File: src/rtl/pci_fifo_arbiter.sv
// pci_fifo_arbiter: first-come-first-served PCI arbiter with an in-order request queue.
// Optional macro ARB_TIMEOUT_EN revokes a grant whose master never asserts FRAME within TIMEOUT cycles.
module pci_fifo_arbiter #(
    parameter int N_MASTERS = 8,
    parameter int TIMEOUT = 16,
    localparam int IDXW = $clog2(N_MASTERS)
) (
    input  logic                 clk,
    input  logic                 rst,
    input  logic [N_MASTERS-1:0] REQ,
    input  logic                 GLOBAL_FRAME,
    input  logic                 GLOBAL_IRDY,
    output logic [N_MASTERS-1:0] GNT,
    output logic [IDXW-1:0]      OWNER,
    output logic                 BUS_BUSY,
    output logic [IDXW:0]        QCOUNT
);
    typedef enum logic [1:0] {IDLE, GRANT, BUSY} state_t;

    if (N_MASTERS < 2 || N_MASTERS > 32 || TIMEOUT < 1) begin : g_param_check
        $error("pci_fifo_arbiter: unsupported N_MASTERS or TIMEOUT");
    end

    state_t               state, state_n;
    logic [IDXW-1:0]      q [N_MASTERS];
    logic [IDXW-1:0]      q_n [N_MASTERS];
    logic [IDXW-1:0]      head, tail, head_n, tail_n, hd, owner_n;
    logic [N_MASTERS-1:0] pending, pending_n, prev_req, gnt_n;
    logic [IDXW:0]        cnt_n;
    logic                 busy_n, bus_idle, repush, timed_out;

    function automatic logic [IDXW-1:0] inc(input logic [IDXW-1:0] p);
        return (p == IDXW'(N_MASTERS - 1)) ? '0 : p + 1'b1;
    endfunction

    assign bus_idle = GLOBAL_FRAME & GLOBAL_IRDY;
    assign hd = q[head];

`ifdef ARB_TIMEOUT_EN
    localparam int TW = $clog2(TIMEOUT + 1);
    logic [TW-1:0] tcnt;
    // Held at zero outside GRANT, so every grant starts a fresh count.
    always_ff @(posedge clk or posedge rst)
        if (rst) tcnt <= '0;
        else tcnt <= (state == GRANT) ? tcnt + 1'b1 : '0;
    assign timed_out = (state == GRANT) && (tcnt == TW'(TIMEOUT - 1));
`else
    assign timed_out = 1'b0;
`endif

    always_comb begin
        state_n   = state;
        q_n       = q;
        head_n    = head;
        tail_n    = tail;
        pending_n = pending;
        cnt_n     = QCOUNT;
        gnt_n     = GNT;
        owner_n   = OWNER;
        busy_n    = BUS_BUSY;
        repush    = 1'b0;
        for (int i = 0; i < N_MASTERS; i++)
            if (REQ[i] && !prev_req[i]) pending_n[i] = 1'b0;
        case (state)
            IDLE: if (QCOUNT != '0) begin
                if (!pending[hd]) begin
                    head_n = inc(head);
                    cnt_n  = cnt_n - 1'b1;
                end else if (bus_idle) begin
                    head_n        = inc(head);
                    cnt_n         = cnt_n - 1'b1;
                    gnt_n         = '1;
                    gnt_n[hd]     = 1'b0;
                    owner_n       = hd;
                    pending_n[hd] = 1'b0;
                    state_n       = GRANT;
                end
            end
            GRANT: if (!GLOBAL_FRAME) begin
                gnt_n   = '1;
                busy_n  = 1'b1;
                state_n = BUSY;
            end else if (REQ[OWNER]) begin
                gnt_n   = '1;
                state_n = IDLE;
            end else if (timed_out) begin
                gnt_n   = '1;
                state_n = IDLE;
                repush  = 1'b1;
            end
            BUSY: if (bus_idle) begin
                busy_n  = 1'b0;
                state_n = IDLE;
                repush  = !REQ[OWNER];
            end
            default: state_n = IDLE;
        endcase
        // New requests enter in ascending index order, ahead of any re-queued owner.
        for (int i = 0; i < N_MASTERS; i++)
            if (!REQ[i] && prev_req[i] && !pending[i] && cnt_n < (IDXW+1)'(N_MASTERS)) begin
                q_n[tail_n]  = IDXW'(i);
                tail_n       = inc(tail_n);
                cnt_n        = cnt_n + 1'b1;
                pending_n[i] = 1'b1;
            end
        if (repush && !pending_n[OWNER] && cnt_n < (IDXW+1)'(N_MASTERS)) begin
            q_n[tail_n]      = OWNER;
            tail_n           = inc(tail_n);
            cnt_n            = cnt_n + 1'b1;
            pending_n[OWNER] = 1'b1;
        end
    end

    always_ff @(posedge clk or posedge rst) begin
        if (rst) begin
            state    <= IDLE;
            head     <= '0;
            tail     <= '0;
            pending  <= '0;
            prev_req <= '1;
            GNT      <= '1;
            OWNER    <= '0;
            BUS_BUSY <= 1'b0;
            QCOUNT   <= '0;
            for (int i = 0; i < N_MASTERS; i++) q[i] <= '0;
        end else begin
            state    <= state_n;
            head     <= head_n;
            tail     <= tail_n;
            pending  <= pending_n;
            prev_req <= REQ;
            GNT      <= gnt_n;
            OWNER    <= owner_n;
            BUS_BUSY <= busy_n;
            QCOUNT   <= cnt_n;
            q        <= q_n;
        end
    end
endmodule

File: config.mk
export PLATFORM = sky130hd
export DESIGN_NAME = pci_fifo_arbiter
export DESIGN_NICKNAME = d
export VERILOG_FILES = /design/src/rtl/pci_fifo_arbiter.sv
export SDC_FILE = /design/constraint.sdc
export NUM_CORES = 1
export LEC_CHECK = 0
export BUFFER_PORTS_ARGS = -buffer_cell sky130_fd_sc_hd__buf_2
export CAP_MARGIN = 20
export CORE_ASPECT_RATIO = 0.8
export CORE_UTILIZATION = 50
export CTS_CLUSTER_DIAMETER = 150
export DETAILED_ROUTE_END_ITERATION = 10
export PLACE_DENSITY = 0.68
export SYNTH_ARGS = -nofsm -noshare
export SYNTH_HDL_FRONTEND = slang
export SYNTH_SLANG_ARGS = --single-unit
File: constraint.sdc
create_clock -name clk -period 19.84 [get_ports clk]
set_input_delay 0.992 -clock clk [delete_from_list [all_inputs] [get_ports clk]]
set_output_delay 0.992 -clock clk [all_outputs]
set_load 0.005 [all_outputs]
# Yosys cells after proc, flatten, opt, wreduce, memory -nomap -nowiden
# Index checks and enable logic that the tools add are counted.
dict set report classes {
  add_sub_neg 20
  magnitude_cmp 32
  eq_ne 19
  muxes 114
  bitwise 35
  n_reduce_logical 80
}
# op count
set op_table {}
lappend op_table {{$mux 24} 9}
lappend op_table {{$mux 3} 32}
lappend op_table {{$demux 3 s3} 9}
lappend op_table {{$mux 8} 10}
lappend op_table {{$mux 4} 13}
lappend op_table {{$and 16x16->16} 3}
lappend op_table {{$not 16->16} 3}
lappend op_table {{$or 16x16->16} 3}
lappend op_table {{$logic_and 1x1->1} 45}
lappend op_table {{$ge 4x4->1 const B} 10}
lappend op_table {{$not 3->4} 10}
lappend op_table {{$add 4x1->4 const B} 9}
lappend op_table {{$lt 4x1->1 const B} 9}
lappend op_table {{$lt 4x4->1 const B} 9}
lappend op_table {{$and 8x8->8} 4}
lappend op_table {{$not 8->8} 4}
lappend op_table {{$or 8x8->8} 4}
lappend op_table {{$add 3x1->3 const B} 10}
lappend op_table {{$eq 3x3->1 const B} 10}
lappend op_table {{$logic_not 1->1} 26}
lappend op_table {{$mux 1} 25}
lappend op_table {{$and 24x24->24} 1}
lappend op_table {{$bwmux 24} 1}
lappend op_table {{$not 24->24} 1}
lappend op_table {{22 further kinds} 40}
dict set report totals {
  regBits 64
  inputBits 12
  elab_cells 317
}

# Longest topological paths before layout
# Gate-level depths: netlist (run 1).
dict set report logic_depth {
  depth_word 40
  depth_mapped 41
  depth_no_buf 35
}

# Worst setup path before layout (run 1)
# OpenSTA, ideal clock, no wires.
dict set report synth_timing {
  path_type {register to register}
  startpoint {register head[0]}
  endpoint {register q[22] in the netlist's numbering}
  setup_ns 0.128
  arrival_time_ns 8.111
  t_required_ns 19.712
  setup_slack_ns 11.602
  path_stages_with_launch 40
  path_buffers 6
  synth_period_minus_slack_ns 8.238
  path_cell_list {dfrtp_1 -> buf_6 -> mux2i_1 -> mux4_2 -> buf_2 -> mux2i_2 -> a22oi_2 -> a31oi_4 -> xnor2_1 -> inv_2 -> ha_1 -> buf_1 -> o21ai_0 -> a221oi_1 -> or3_1 -> clkbuf_1 -> nand3_1 -> buf_2 -> [4 not listed] -> nand3_1 -> mux2i_1 -> o2111a_1 -> or3_4 -> nand3_2 -> clkbuf_4 -> nand3_1 -> nand2_1 -> inv_1 -> ha_1 -> o2111ai_1 -> a21boi_4 -> inv_2 -> ha_1 -> a2111oi_0 -> a31o_2 -> nand3_1 -> mux2_1}
}
# item line_no
set synth_rtl {}
lappend synth_rtl {{start, declared} 27} ;# logic [IDXW-1:0] head, tail, head_n, tail_n, hd, owner_n;
lappend synth_rtl {{start signal, assigned} 128} ;# head <= head_n;
lappend synth_rtl {{end signal, assigned} 136} ;# q <= q_n;
lappend synth_rtl {{end, declared} 25} ;# logic [IDXW-1:0] q [N_MASTERS];

==> results.md, run 1 <==
* Status: complete, no violations
* Area Overhead vs Synth at 7.412%
* Die Y at between 100 and 150 um
* Yosys reg bits at between 60 and 70
* GP Congestion at ~1.0
* Final hold violations at 0
* I/O Buffers at 27
* Final Routed Wirelength at ~24000 um
* Clk pin slew, worst setup/hold paths at 0.05 ns
* Vias in the first global route at between 6000 and 7000
* Die ar. at 0.01511 mm^2
* Unrepaired setup endpoints after global routing: false
* 1st-iter DRT viols at between 900 and 1000
* Post-synthesis net count at around 900
* Synth top area share at 0.1643
* Final Cycle Share at 0.4787
* Crit path arrival time at 9.71 ns
* Final net count at 928
* TritonCTS Buffers at 9
* Total Routing Usage GR at 0.3358
* Worst path top cell family by delay: compound AO/OA/AOI/OAI gates
* Num rows at 39
* Critical path endpoint category: register
* CP max stage cell: dfrtp_1
* Number of flops mapped to enable cells by yosys at 0
* Ys Warns at 0
* # hold bufs at CTS at 0
* Final min period at 9.497 ns
* Diodes inserted at 0
* Starting Density at 0.5112
* Final ANT Viol Nets at 0
* Vias at 7289
* Most common cell after layout, fill and taps aside: nand2_1
* Final Max Tran Viols at 0
* Distinct cell type count after synthesis at between 100 and 150
* Routed vias/inst at ~6.7
* Largest area contributor in the netlist: dfrtp_1
* Core Footprint at 0.01430 mm^2
* Syn Area/Cell at around 8.2 um^2
* Setup TNS at 0 ns
* DIE WIDTH at between 100 and 150 um
* Slowest stage delay, CP at ~0.63 ns
* Critical Path RT at around 20 ns
* CTS root buffer: clkbuf_16
* Sequential share of the synthesized area at 0.2218
* Mapped Cells at ~900
* H-tree depth at 3
* DRC viols at 0
* Setup violations, final at 0
* Post-DP HPWL at about 19000 um
* Slew margin rel. at 0.3561
* Ports at 28
* Area of the multi-input gates at 0.005351 mm^2
* Drt wl/cell at 22.46 um
* CTS Sinks at between 60 and 70
* WP buf/inv at 4
* Clock Tree Buf Depth at 2
* Synth top area cells: dfrtp_1 (16%), dfstp_2 (5.8%), nand2_1 (5.6%)
* Most used DFF post-synth: dfrtp_1
* Mapped cell area at 0.007310 mm^2
* Share of cells above drive strength 1 at 0.1744
* CP max FO at 17
* Global-route wire length before repair at 37660 um
* Clock Latency Late Sink at between 0.3 and 0.4 ns
* Fraction of registers with async set or reset after synthesis at 1.000
* Setup crit start kind: register
* Length of the first detailed-routing pass in iterations at 8
* Filler cell count at approximately 1400
* Worst Skew at 0.01129 ns
* Most frequent cells in the layout: nand2_1 (109), nor2_1 (72), dfrtp_1 (48), nand3_1 (43), a21oi_1 (41)
* Initial antenna violation count at 0
* Reg area at 0.001622 mm^2
* Setup bufs post-CTS at 0
* Slew @ Worst Pin at 0.9638 ns
* WS Path Type: reg -> reg
* Fmax at 105.3 MHz
* Grt ovf at 0
* TritonCTS clock tree: yes
* Largest net degree at the start of global routing at between 60 and 70
* Max-Cap Viols at 0
* Hold Path Class: reg -> reg
* Post-CTS Resized at 0
## routing by layer
| layer | GRT usage | wire (um) |
|---|---|---|
| met3 | 0.1189 | 3320 |
| met2 | 0.4538 | 9477 |
| met4 | 0.06279 | 279 |
| met1 | 0.5050 | 11270 |
| met5 | 0 | 0 |
## Yosys cell counts, drive strengths merged, types with 17 or more instances
master,instances
ha,21
a21oi,44
dfrtp,48
mux2,31
nand2b,19
nand2,111
nor2,73
mux2i,27
inv,34
and3,17
o21ai,47
clkbuf,22
a31oi,28
nand3,48
xnor2,24
nor3,32
## flip-flops by register name, indices dropped and copies added (netlist names)
name,cells
BUS_BUSY,1
GNT,8
OWNER,3
QCOUNT,4
head,3
pending,8
prev_req,8
q,24
state,2
tail,3
## cells by family (layout without fill, tap and decap cells)
logic type,count (synthesis),in the layout,synth area share
AOI/OAI and AO/OA,272,272,0.2842
muxes,63,63,0.1034
buffers and inverters,71,83,0.04605
adders and majority gates,21,21,0.03595
DFF,64,64,0.2218
xor gates and xnor gates,33,33,0.05786
and+or+nand+nor,364,364,0.2508
## final timing paths
path / start / end / slack (ns) / depth (start not counted)
setup / recovery: head[0] / q[22] / 10.34 / 33
hold / removal: GNT[1] / GNT[1] / 0.54 / 1
setup reg to reg: head[0] / q[22] / 10.34 / 33
hold reg to reg: GNT[1] / GNT[1] / 0.54 / 1
max in group asynchronous: rst / q[21] / 18.39 / 3
min in group asynchronous: rst / pending[1] / 0.89 / 3
## metrics by stage
step           hold slack, ns  utilization  std cells  area [um^2]  setup slack, ns
2_1_floorplan          0.5114            -        888         7310            11.60
3_3_place_gp           0.5272       0.5252       1067         7508            10.29
3_5_place_dp           0.5295       0.5252       1067         7508            10.26
4_1_cts                0.5383       0.5484       1083         7840            10.20
5_1_grt                0.5440       0.5491       1084         7851            9.565
6_report               0.5355       0.5491       1084         7851            10.34
## worst register-to-register path: cells and delay by family, from the launching register on
family	cells	cell delay, ns
AOI/OAI and AO/OA	11	3.03
xor gates and xnor gates	1	0.39
adders and majority gates	4	1.35
buffers and inverters	4	0.47
DFF	1	0.63
muxes	5	1.44
and+or+nand+nor	8	2.08
## cell type report
| cell class | count | area share |
|---|---|---|
| Tap cell | 184 | 0.02932 |
| Timing Repair Buffer | 33 | 0.02343 |
| Inverter | 34 | 0.01689 |
| Multi-Input combinational cell | 753 | 0.6816 |
| Sequential cell | 64 | 0.2065 |
| Clock inverter | 6 | 0.01179 |
| Clock buffer | 10 | 0.03044 |
Power of run 1 is not shown: default switching activity piles up to over one toggle a cycle in this logic, so the estimate is an artifact.
==> inputs of run 2 (changes only) <==
- clock period: 19.84 -> 9.1 ns (I/O delays scaled with it)
==> run 2 against run 1 <==
Effect of this change:
- cell count rose by 4.2%
- worst setup slack got worse by 9.8 ns
- non-clock buffer count rose by 46
- hold slack got worse by 0.29 ns
- first-iteration DRC count rose by 18%
- utilization rose by 2.4 points
- critical path depth fell by 1
- critical endpoint unchanged
==> results.md, run 2 (synthesized netlist as in run 1, its figures left out) <==
* Share of cells above drive strength 1 at 0.2167 (+0.04226)
* CP max stage cell: mux4_2
* Setup crit start kind: register
* Max-Cap Viols at 0 (unchanged)
* Die Y at 110.1 um (unchanged)
* Layout Utilization at 0.5728 (+0.02363)
* Post-DP HPWL at 19710 um (+2.6%)
* Largest net degree at the start of global routing at 65 (unchanged)
* Final Cycle Share at 0.9443 (+0.4656)
* Crit path arrival time at 8.81 ns (-0.90 ns)
* Most frequent cells in the layout: nand2_1 (109), nor2_1 (72), buf_4 (51), dfrtp_1 (47), nand3_1 (43)
* TritonCTS clock tree: yes
* Clock Tree Buf Depth at 2 (unchanged)
* CP max FO at 9 (-8)
* Dpl cell area at 0.007846 mm^2 (+4.5%)
* Core Footprint at 0.01430 mm^2 (unchanged)
* CTS Sinks at 64 (unchanged)
* Total Routing Usage GR at 0.3395 (+0.003656)
* Grt ovf at 0 (unchanged)
* Unrepaired setup endpoints after global routing: false
* Diodes inserted at 0 (unchanged)
* Critical Path RT at 9.31 ns (-10.74 ns)
* CP dominant cell by count: ha_1
* Length of the first detailed-routing pass in iterations at 8 (unchanged)
* WS Path Type: reg -> reg
* Drt wl/cell at 21.77 um (-3.1%)
* Final hold violations at 0 (unchanged)
* I/O Buffers at 27 (unchanged)
* Slowest stage delay, CP at 0.61 ns (-0.02 ns)
* Clock Latency Late Sink at 0.34 ns (about the same)
* DRC viols at 0 (unchanged)
* Setup violations, final at 0 (unchanged)
* CTS root buffer: clkbuf_16
* Vias at 7519 (+3.2%)
* Num rows at 39 (unchanged)
* Final Max Tran Viols at 0 (unchanged)
* H-tree depth at 3 (unchanged)
* Filler cell count at 1337 (-1.7%)
* TritonCTS Buffers at 9 (unchanged)
* Critical path endpoint category: register
* Slew @ Worst Pin at 1.029 ns (+0.06530 ns)
* Final instance area at 0.008189 mm^2 (+4.3%)
* Worst path top cell family by delay: compound AO/OA/AOI/OAI gates
* Hold Path Class: in -> reg
* Final net count at 974 (+5.0%)
* Setup TNS at 0 ns (unchanged)
* Routed vias/inst at 6.654 (-1.0%)
* 1st-iter DRT viols at 1077 (+18%)
* Final Routed Wirelength at 24600 um (+1.0%)
* Ports at 28 (unchanged)
* Most common cell after layout, fill and taps aside: nand2_1
* Final ANT Viol Nets at 0 (unchanged)
* Reg with most FFs: q
* DIE WIDTH at 137.2 um (unchanged)
* Vias in the first global route at 6644 (+3.4%)
* Area Overhead vs Synth at 12.03%
* Fmax at 116.4 MHz (+11%)
* Reg area at 0.001623 mm^2 (about the same)
* Initial antenna violation count at 0 (unchanged)
* GP Congestion at 1.001 (-0.74%)
* Max reg flops at 24 (unchanged)
* Slew margin rel. at 0.3124 (-0.04363)
* Clk pin slew, worst setup/hold paths at 0.06 ns (about the same)
* Status: complete, no violations
* Final min period at 8.594 ns (-0.9039 ns)
* Worst Skew at 0.008154 ns (-0.003139 ns)
* WP buf/inv at 4 (unchanged)
* Die ar. at 0.01511 mm^2 (unchanged)
* Area of the multi-input gates at 0.005374 mm^2 (+0.42%)
* Global-route wire length before repair at 38210 um (+1.5%)
* Starting Density at 0.5112 (unchanged)
-- run 2: final cells by class --
type	count	share of cell area
Clock buffer	9	0.02750
Clock inverter	7	0.009626
Inverter	34	0.01620
Multi-Input combinational cell	753	0.6562
Sequential cell	64	0.1982
Tap cell	184	0.02811
Timing Repair Buffer	79	0.06417
-- run 2: worst reg2reg max path: cells and delay by family, from the launching register on --
kind	cells	cell delay, ns
buffers and inverters	4	0.50
muxes	5	1.99
and+or+nand+nor	8	1.65
DFF	1	0.51
AOI/OAI and AO/OA	9	2.03
adders and majority gates	6	1.81
-- run 2: final timing paths --
kind	slack [ns]	to	depth (start not counted)	startpoint
worst min register to register	0.54	GNT[4]	1	GNT[4]
worst max register to register	0.51	q[22]	32	head[2]
min in group asynchronous	0.35	state[0]	3	rst
worst max-delay path	0.51	q[22]	32	head[2]
worst min-delay path	0.25	prev_req[6]	1	REQ[6]
max in group asynchronous	8.17	head[0]	3	rst
-- run 2: timing repair --
item                                    4_1_cts  5_1_grt
resized for setup                             0        5
endpoints found under the setup margin        0       23
buffers inserted                              0        1
hold buffers                                  0        0
-- run 2: through the flow --
stage | worst slack, ns | hold WS, ns | std cells
finish | 0.5065 | 0.2454 | 1130
global route | 0.0006768 | 0.2387 | 1130
CTS | 0.3647 | 0.2364 | 1128
detailed placement | 0.3843 | 0.5284 | 1112
global placement | 0.6055 | 0.5286 | 1112
floorplan | 0.8616 | 0.4595 | 888
-- run 2: layer usage --
layer	vias to the layer above	global-route usage	part of all wire
met5	-	0	0
li1	3474	-	-
met3	52	0.08916	0.12
met2	467	0.4531	0.38
met4	0	0.09027	0.026
met1	3526	0.5243	0.48
Power of run 2 is left out for the same reason.
